===== config.mk =====
export PLATFORM = sky130hd
export DESIGN_NAME = pattern_scan_ctrl
export DESIGN_NICKNAME = d
export VERILOG_FILES = /design/src/rtl/pattern_scan_ctrl_pkg.sv /design/src/rtl/pattern_window.sv /design/src/rtl/pattern_scan_ctrl.sv
export SDC_FILE = /design/constraint.sdc
export NUM_CORES = 1
export LEC_CHECK = 0
export CORE_MARGIN = 3
export CORE_UTILIZATION = 48
export DETAILED_ROUTE_END_ITERATION = 10
export MAX_ROUTING_LAYER = met4
export PLACE_DENSITY_LB_ADDON = 0.08
export SKIP_LAST_GASP = 1
export SLEW_MARGIN = 20
export SYNTH_ARGS = -nofsm -noshare
export SYNTH_HDL_FRONTEND = slang
export SYNTH_SLANG_ARGS = --single-unit

===== constraint.sdc =====
create_clock -name clk -period 3.8 [get_ports clk]
set_input_delay 0.76 -clock clk [delete_from_list [all_inputs] [get_ports clk]]
set_output_delay 0.76 -clock clk [all_outputs]
set_load 0.05 [all_outputs]

===== src/rtl/pattern_scan_ctrl_pkg.sv =====
// Shared types and constants for the serial pattern-scan controller.
package pattern_scan_ctrl_pkg;

   localparam int DEF_WORD_W = 16;
   localparam int DEF_CNT_W  = 5;
   localparam int PAT_W      = 4;

   typedef enum logic [1:0] {
      IDLE   = 2'd0,
      SHIFT  = 2'd1,
      REPORT = 2'd2
   } state_t;

endpackage : pattern_scan_ctrl_pkg


===== src/rtl/pattern_window.sv =====
// Sliding history of the last bits fed plus a Mealy compare against the pattern.
module pattern_window
   import pattern_scan_ctrl_pkg::*;
(
   input  logic             clk,
   input  logic             reset,
   input  logic             clr,
   input  logic             en,
   input  logic             bit_in,
   input  logic [PAT_W-1:0] pattern,
   output logic             match
);

   // Only PAT_W-1 bits of history are stored; the current bit completes the window.
   logic [PAT_W-2:0] r_win;

   // NOTE: state updates use non-blocking assignments so every flop samples pre-edge values.
   always_ff @(posedge clk or negedge reset) begin
      if (!reset) begin
         r_win <= '0;
      end else if (clr) begin
         r_win <= '0;
      end else if (en) begin
         r_win <= {r_win[PAT_W-3:0], bit_in};
      end
   end

   assign match = ({r_win, bit_in} == pattern);

endmodule : pattern_window


===== src/rtl/pattern_scan_ctrl.sv =====
// Accepts a word, shifts it MSB first through a pattern detector, reports the match count.
module pattern_scan_ctrl
   import pattern_scan_ctrl_pkg::*;
#(
   parameter int WORD_W = DEF_WORD_W,
   parameter int CNT_W  = DEF_CNT_W
) (
   input  logic              clk,
   input  logic              reset,
   input  logic              in_valid,
   output logic              in_ready,
   input  logic [WORD_W-1:0] in_data,
   input  logic [PAT_W-1:0]  pattern,
   output logic              out_valid,
   input  logic              out_ready,
   output logic [CNT_W-1:0]  out_count,
   output logic              ser_bit,
   output logic              ser_match
);

   localparam int IDX_W = (WORD_W > 1) ? $clog2(WORD_W) : 1;

   state_t            r_state;
   state_t            w_state_nxt;
   logic [WORD_W-1:0] r_shift;
   logic [PAT_W-1:0]  r_pat;
   logic [IDX_W-1:0]  r_idx;
   logic [CNT_W-1:0]  r_count;

   logic w_accept;
   logic w_shifting;
   logic w_last;
   logic w_win_match;

   assign w_accept   = in_valid && (r_state == IDLE);
   assign w_shifting = (r_state == SHIFT);
   assign w_last     = (r_idx == IDX_W'(WORD_W - 1));

   always_ff @(posedge clk or negedge reset) begin
      if (!reset) begin
         r_state <= IDLE;
      end else begin
         r_state <= w_state_nxt;
      end
   end

   // NOTE: the next state gets a default first so no path through the case infers a latch.
   always_comb begin
      w_state_nxt = r_state;
      case (r_state)
         IDLE:    if (in_valid)  w_state_nxt = SHIFT;
         SHIFT:   if (w_last)    w_state_nxt = REPORT;
         REPORT:  if (out_ready) w_state_nxt = IDLE;
         default:                w_state_nxt = IDLE;
      endcase
   end

   always_ff @(posedge clk or negedge reset) begin
      if (!reset) begin
         r_shift <= '0;
         r_pat   <= '0;
         r_idx   <= '0;
         r_count <= '0;
      end else if (w_accept) begin
         r_shift <= in_data;
         r_pat   <= pattern;
         r_idx   <= '0;
         r_count <= '0;
      end else if (w_shifting) begin
         r_shift <= r_shift << 1;
         r_idx   <= r_idx + IDX_W'(1);
         // Count cannot exceed WORD_W-3, so no saturation is needed.
         if (ser_match) r_count <= r_count + CNT_W'(1);
      end
   end

   pattern_window u_window (
      .clk     (clk),
      .reset   (reset),
      .clr     (w_accept),
      .en      (w_shifting),
      .bit_in  (ser_bit),
      .pattern (r_pat),
      .match   (w_win_match)
   );

   // A match needs a full window of bits from the current word.
   assign ser_bit   = w_shifting && r_shift[WORD_W-1];
   assign ser_match = w_shifting && (r_idx >= IDX_W'(PAT_W - 1)) && w_win_match;

   assign in_ready  = (r_state == IDLE);
   assign out_valid = (r_state == REPORT);
   assign out_count = r_count;

endmodule : pattern_scan_ctrl


==> metrics <==
crit-path leading delay family simple AND/OR/NAND/NOR gates; category of the most critical setup path flop to primary output; slowest CP cell or4_4; number of instances resized during post-cts repair 0; detailed-placement wirelength estimate 2200 um; antenna violation net count after detailed routing 0; insertion delay to the later sink of the worst-skew pair 340 ps; overall overflow remaining after global route 0; actual transition at the worst max-transition pin 1070 ps; Synthesis Warnings 0; ys flop type dfrtp_1; startpoint kind of the worst setup timing path flop; clock edge transition at the registers on the reported setup and hold paths 100 ps; count of final max-slew check failures 0; number of vias per cell 5.21; worst clock skew 6.67 ps; peak per-stage delay on the critical path 570 ps; total power of the final layout 0.00148 W; detailed-routing iteration count for the pre-antenna-repair pass 4; Post-Route Hold Slack 487 ps; vias in the first global route 1,310; cell type contributing the most total cell area after synthesis dfrtp_1; TritonCTS buffer count 5; part of the Yosys area used for sequential elements 0.562; LEAKAGE 0.898 nW; H-tree depth 2; critical path arrival 2150 ps; signed area change from the synthesized netlist to the final layout 28.2%; kind of path behind the tightest hold check flop to flop; global-route wire length before repair 5980 um; buffers inserted by post-CTS timing repair 0; count of buffers inserted at the top-level ports 32; Synth Register Bits 34; final WL 3270 um; number of vias after detailed routing 1,240; starting density of the core 0.527; mapped cell area 1520 um^2; result of the run completed; Cell Pwr Density 764 nW/um^2; Std-Cell Rows 19; DIE WIDTH 62.2 um; GP Congestion 0.742; library cell used as clock root buffer clkbuf_4; cell with the most instances after synthesis nand2_1; Die Footprint 3870 um^2; layout cells sized above 1 0.0714; maximum buffer depth of the clock tree 2; aggregate negative setup slack 0 ps; hold violation count in the final report 0; 1st-iter DRT viols 78; average wire length per cell after detail routing 13.7 um; async set-or-reset flop fraction in the synthesized netlist 1.00; Final period util 0.765; post-layout minimum cycle time 2910 ps; pin count of the biggest net entering global routing 35; final routed DRC violation total 0; cells taking the most area after synthesis dfrtp_1, nand2_1, a22oi_1, o21ai_0, mux2i_1; maximum fanout along the worst path 5; count of flip-flops with a built-in enable after synthesis 0; number of nets produced by synthesis 186; cell count after synthesis 160; post-detailed-placement cell area 1880 um^2; clock tree from TritonCTS done; worst rel slew slack 0.286; combined global-route utilization of all metal layers 0.200; number of nets in the final layout 221; portion of synthesized cell area occupied by the leading cell type 0.562; CTS sink cnt 34; placeable core region 2880 um^2; Crit. End Element primary output; distinct cell type count of the synthesized netlist 24; highest ir drop seen on vdd 0.400 mV; required time worst endpoint 3040 ps; ant diodes 0; fmax 344 MHz; total non-filler cell area in the finished layout 1940 um^2; Die Span Y 62.2 um; Cell Chain, Critical Path ha_1, nor3_1, or4_4, nor2_1, buf_4; most numerous cell types in the synthesized netlist nand2_1, dfrtp_1, a22oi_1, o21ai_0, clkbuf_1; Buffers & Inverters on Critical Path 1; synthesized area per cell 9.47 um^2; maxcap violations 0; CTS hold repair buffers 0; RSZ-0062 raised after global routing false; Ports 33; Final setup viols 0; initial antenna violation count 0
[state kept, by name, summed over array words and instances, names as in the netlist]
signal,cells
out_count,5
u_window.r_win,3
r_pat,4
r_state,2
r_shift,16
r_idx,4
[through the flow]
step	std cells	worst slack, ps	utilization
final	238	895	0.675
after global routing	238	783	0.675
after CTS	238	897	0.675
after detailed placement	230	1230	0.654
after global placement	230	1260	0.654
after floorplan	160	1100	-
[layout make-up]
type	count	area [um^2]
Multi-Input combinational cell	117	631
Clock inverter	1	5.00
Inverter	2	7.51
Tap cell	42	52.6
Sequential cell	34	851
Fill cell	253	935
Clock buffer	7	55.1
Timing Repair Buffer	35	340
[worst reg2reg max path, stage by stage (launching register included)]
cell and delay (ps):
dfrtp_1 440, nor2b_1 170, buf_4 220, nor2_1 840, o21ai_0 230, o21ai_0 120
[logic make-up (layout without fill, tap and decap cells)]
kind of cell,count (synthesis),in the layout,share of synthesized area
fa+ha+maj,2,2,0.0165
simple gates,78,78,0.220
buf+inv,9,45,0.0223
flops,34,34,0.562
xor+xnor,5,5,0.0289
mux,4,4,0.0264
compound gates,28,28,0.124
[where the power goes]
part,switching (W),leakage (nW),internal (W)
registers,0.000110,0.432,0.000512
logic,0.000403,0.430,0.000250
clock network,0.000119,0.0353,0.0000896
total,0.000632,0.898,0.000852
[placed cells by master, fill, tap and decap left out, drive strengths merged]
cell,n
xnor2,1
nand2b,1
clkdlybuf4s50,31
clkbuf,7
nand2,58
o21ai,9
a21oi,1
and3,1
or4,2
nand3,5
nor2b,2
a22oi,15
dfrtp,34
a21o,1
nor3,2
buf,4
nor3b,1
mux2i,4
xor2,4
inv,2
clkinv,1
a22o,1
and2,1
ha,2
o31ai,1
nor2,5
[path summary, 6_finish.rpt]
check | from | to | slack, ps | cells after the start
setup / recovery | r_idx[0] | ser_match | 890 | 5
hold / removal | r_shift[12] | r_shift[12] | 490 | 2
setup reg to reg | r_state[0] | r_idx[2] | 1700 | 5
hold reg to reg | r_shift[12] | r_shift[12] | 490 | 2
max in group asynchronous | reset | r_idx[3] | 2670 | 2
min in group asynchronous | reset | out_count[1] | 830 | 2
[metal layers]
layer | GRT usage | wire length [um] | vias to the layer above
met5 | - | 0 | -
met1 | 0.219 | 1380 | 587
met2 | 0.343 | 1640 | 39
met3 | 0.0631 | 191 | 7
met4 | 0.0718 | 60 | 0
li1 | - | - | 607
Power figures use the tool's default switching activity.
==> RTL change 1: new RTL, same settings <==
`PAT_W`: 4 -> 6.
--- a/src/rtl/pattern_scan_ctrl_pkg.sv
+++ b/src/rtl/pattern_scan_ctrl_pkg.sv
@@ -3,7 +3,7 @@
 
    localparam int DEF_WORD_W = 16;
    localparam int DEF_CNT_W  = 5;
-   localparam int PAT_W      = 4;
+   localparam int PAT_W      = 6;
 
    typedef enum logic [1:0] {
       IDLE   = 2'd0,
Interface: changed (resized pattern); port bits go from 33 to 35. No check against the original RTL was run, so the function may have changed too.
==> RTL change 1 against the original RTL <==
  * Area after synthesis increased by 16%
  * Cell area grew 16%
  * Worst setup slack got worse by 270 ps
  * Via count increased by 15%
  * Die area rose by 15%
  * Critical endpoint unchanged
  * Routed wire length grew 19%
  * Clock power grew 34%
  * Power grew 8.2%
  * Sequential cell count up 4
  * Register-to-register slack improved by 150 ps
==> RTL change 1: results (changes against the original RTL) <==
| Metric | Value |
|---|---|
| Port Buffers | `34 (+6.3%)` |
| Layout cell share with drive strength beyond 1 | `0.0756 (+0.00413)` |
| Reg clk slew, reported paths | `70 ps (-30 ps)` |
| Leak pwr | `1.07 nW (+19%)` |
| Synth top cells by count | `nand2_1, dfrtp_1, a22oi_1` |
| Routed len/inst | `14.3 um (+4.5%)` |
| Placed Instance Area | `2150 um2 (+14%)` |
| Hold_ws | `478 ps (-9.29 ps)` |
| Seq/Total Area, Yosys | `0.539 (-0.0225)` |
| Rel. slew slack | `0.434 (+0.148)` |
| Hold_sp | `out_count[4]` |
| Global-route usage over all layers | `0.204 (+0.00428)` |
| Clock Tree Root | `clkbuf_8` |
| Synthesized net count | `219 (+18%)` |
| CP max stage cell | `clkdlybuf4s50_1` |
| Register-to-Register Path Depth | `6 (+1)` |
| Max VDD drop | `0.318 mV (-20%)` |
| Nets | `254 (+15%)` |
| Pin count of the biggest net entering global routing | `39 (+11%)` |
| Post-DP HPWL | `2.76 mm (+25%)` |
| Via count | `1424 (+15%)` |
| Critical path's largest stage delay | `830 ps (+260 ps)` |
| First-pass GRT wire length | `6.53 mm (+9.2%)` |
| Hold depth | `1 (-1)` |
| Reg-to-reg endpoint | `r_shift[7]` |
| Count of cell types in the netlist | `31 (+29%)` |
| Skew final | `8.17 ps (+1.50 ps)` |
| DR iter-0 viols | `108 (+38%)` |
| Crit path arrival time | `2410 ps (+260 ps)` |
| WHS Endpoint | `out_count[4]` |
| RePlAce Congestion | `0.886 (+19%)` |
| Status | `complete, no violations` |
## RTL change 1: cell type report
| cell class | instances | area, um2 |
|---|---|---|
| sequential | 38 | 951 |
| tap | 46 | 57.6 |
| multi-input combinational | 139 | 774 |
| timing repair buffer | 37 | 358 |
| inverter | 3 | 11.3 |
| clock inverter | 1 | 5.00 |
| clock buffer | 7 | 86.3 |
| fill | 297 | 1200 |
## RTL change 1: cells by family after synthesis
family | synth area share
AND/OR/NAND/NOR | 0.237
buffers and inverters | 0.0262
AO/OA/AOI/OAI | 0.123
XOR/XNOR | 0.0298
flip-flops | 0.539
adder cells (fa/ha/maj) | 0.0284
multiplexers | 0.0170
## RTL change 1: where the power goes
| group | switching [W] | internal [W] | total, W |
|---|---|---|---|
| combinational | 0.000388 | 0.000256 | 0.000645 |
| clock | 0.000132 | 0.000146 | 0.000278 |
| sequential | 0.000120 | 0.000562 | 0.000682 |
## RTL change 1: metrics by stage
stage	setup slack [ps]	cells	utilization
6_report	628	271	0.652
5_1_grt	458	271	0.652
4_1_cts	634	271	0.652
3_5_place_dp	965	263	0.625
3_3_place_gp	978	263	0.625
2_1_floorplan	992	189	-
## RTL change 1: how the worst max path moves through the flow
stage | from | to | depth (start not counted)
finish | r_state[0] | ser_match | 4
global route | r_state[0] | ser_match | 4
CTS | r_state[0] | ser_match | 4
global placement | r_state[0] | ser_match | 4
detailed placement | r_state[0] | ser_match | 4
floorplan | u_window.r_win[1] | ser_match | 3
## RTL change 1: metal layers
metal  up-vias  global-route usage  wire, um
li1        710                   -         -
met1       673               0.254      1800
met2        35               0.323      1840
met3         6              0.0658       212
met4         0              0.0533        42
met5         -                   -         0
## RTL change 1: worst max-delay path: cells and delay by family, from the launching register on
family | cells | cell delay [ps]
DFF | 1 | 410
and+or+nand+nor | 3 | 900
buffers and inverters | 1 | 830
==> RTL change 2: new RTL, same flow settings <==
Made on the original files. Register the output `out_count` once more, without a reset; this adds one clock of latency there. The other outputs are not delayed to match.
--- a/src/rtl/pattern_scan_ctrl.sv
+++ b/src/rtl/pattern_scan_ctrl.sv
@@ -90,7 +90,9 @@
 
    assign in_ready  = (r_state == IDLE);
    assign out_valid = (r_state == REPORT);
-   assign out_count = r_count;
+   always_ff @(posedge clk) begin
+      out_count <= r_count;
+   end
 
 endmodule : pattern_scan_ctrl
 
Behaviour: not the same (a bounded check fails within 10 cycles, from zero or initial values and one cycle with reset low).
==> RTL change 2 against the original RTL <==
  * Via count fell by 0.81%
  * Clock skew is 1.7 ps higher
  * Power is 1.7% lower
  * Worst setup slack worse by 81 ps
  * Sequential cell count up 5
  * Utilization decreased by 1.6 points
  * Area after synthesis is 5.9% higher
  * Cell area rose by 6.1%
  * Largest cell class unchanged
  * Routed wire length decreased by 5.1%
  * Cell count is 2.5% higher
==> RTL change 2: results (changes against the original RTL) <==
| Metric | Value |
|---|---|
| Routed len/inst | `12.7 um (-7.5%)` |
| RePlAce Congestion | `0.711 (-4.2%)` |
| Critical path's largest stage delay | `810 ps (+240 ps)` |
| Layout cell share with drive strength beyond 1 | `0.0750 (+0.00357)` |
| Met3 usage | `0.0598 (-0.00331)` |
| Nets | `225 (+1.8%)` |
| Skew final | `8.42 ps (+1.75 ps)` |
| WL met2 | `1.38 mm (-16%)` |
| Global-route usage over all layers | `0.178 (-0.0220)` |
| Status | `complete, no violations` |
| Synth top cells by count | `nand2_1, dfrtp_1, a22oi_1` |
| Switching share of power | `0.384 (-0.0423)` |
| Met3 wire length | `227 um (+19%)` |
| CP max FO | `25 (+20)` |
| Leak pwr | `0.943 nW (+5.0%)` |
| Combinational power | `0.000559 W (-14%)` |
| Clock Tree Root | `clkbuf_4` |
| DRT met1 WL | `1.43 mm (+3.9%)` |
| Max VDD drop | `0.361 mV (-9.7%)` |
| Count of cell types in the netlist | `26 (+8.3%)` |
| Met1 usage | `0.210 (-0.00917)` |
| Hold_ws | `423 ps (-63.6 ps)` |
| CP max stage cell | `clkdlybuf4s50_1` |
| Seq/Total Area, Yosys | `0.593 (+0.0313)` |
| Number of global-route vias before repair | `1199 (-8.5%)` |
| Reg2Reg Setup Slack | `1820 ps (+120 ps)` |
| Crit path arrival time | `2230 ps (+80 ps)` |
| Synth area leaders | `dfrtp_1, nand2_1, a22oi_1` |
| CP top delay family | `buffers and inverters` |
| Placed Instance Area | `1990 um2 (+5.7%)` |
| Non-Filler Instances | `244 (+2.5%)` |
| CP Capture Point | `ser_bit` |
| First-pass GRT wire length | `5.41 mm (-9.5%)` |
| Asr flop ratio synth | `0.872 (-0.128)` |
| Worst R2R Start | `r_idx[0]` |
| Rel. slew slack | `0.538 (+0.252)` |
| Reg-to-reg endpoint | `r_count[4]` |
| XOR/XNOR Fraction of Synth Area | `0.0218 (-0.00706)` |
| Synthesized net count | `189 (+1.6%)` |
| Synthesized instance count | `163 (+1.9%)` |
| Adder-cell area share of the yosys netlist | `0.0156 (-0.000915)` |
| Clk. pwr | `0.000237 W (+14%)` |
| Period minus WS final | `2990 ps (+81.0 ps)` |
| Clock network power share | `0.163 (+0.023)` |
| Pre-CTS WS | `999 ps (-232 ps)` |
| CP startpoint | `r_state[0]` |
| DR iter-0 viols | `76 (-2.6%)` |
## RTL change 2: cell types whose count changed in the layout (fill, tap and decap cells not counted)
cell      change
buf_12        +1
buf_4         -1
clkbuf_8      +1
clkinv_2      -1
dfxtp_1       +5
nand3_1       -1
nand4_1       +1
nor2_1        -1
nor2_2        +1
xor2_1        -1
## RTL change 2: cell type report
type	count	area (um2)
Clock buffer	8	68.8
Sequential cell	39	951
Timing Repair Buffer	35	353
Fill cell	272	1070
Multi-Input combinational cell	116	626
Tap cell	44	55.1
Inverter	2	7.51
## RTL change 2: how the worst min path moves through the flow
| stage | startpoint | to | cells after the start |
|---|---|---|---|
| 6_report | r_count[4] | out_count[4] | 0 |
| 3_3_place_gp | r_count[4] | out_count[4] | 0 |
| 4_1_cts | r_count[4] | out_count[4] | 0 |
| 2_1_floorplan | r_count[4] | out_count[4] | 0 |
| 3_5_place_dp | r_count[4] | out_count[4] | 0 |
| 5_1_grt | r_count[3] | out_count[3] | 0 |
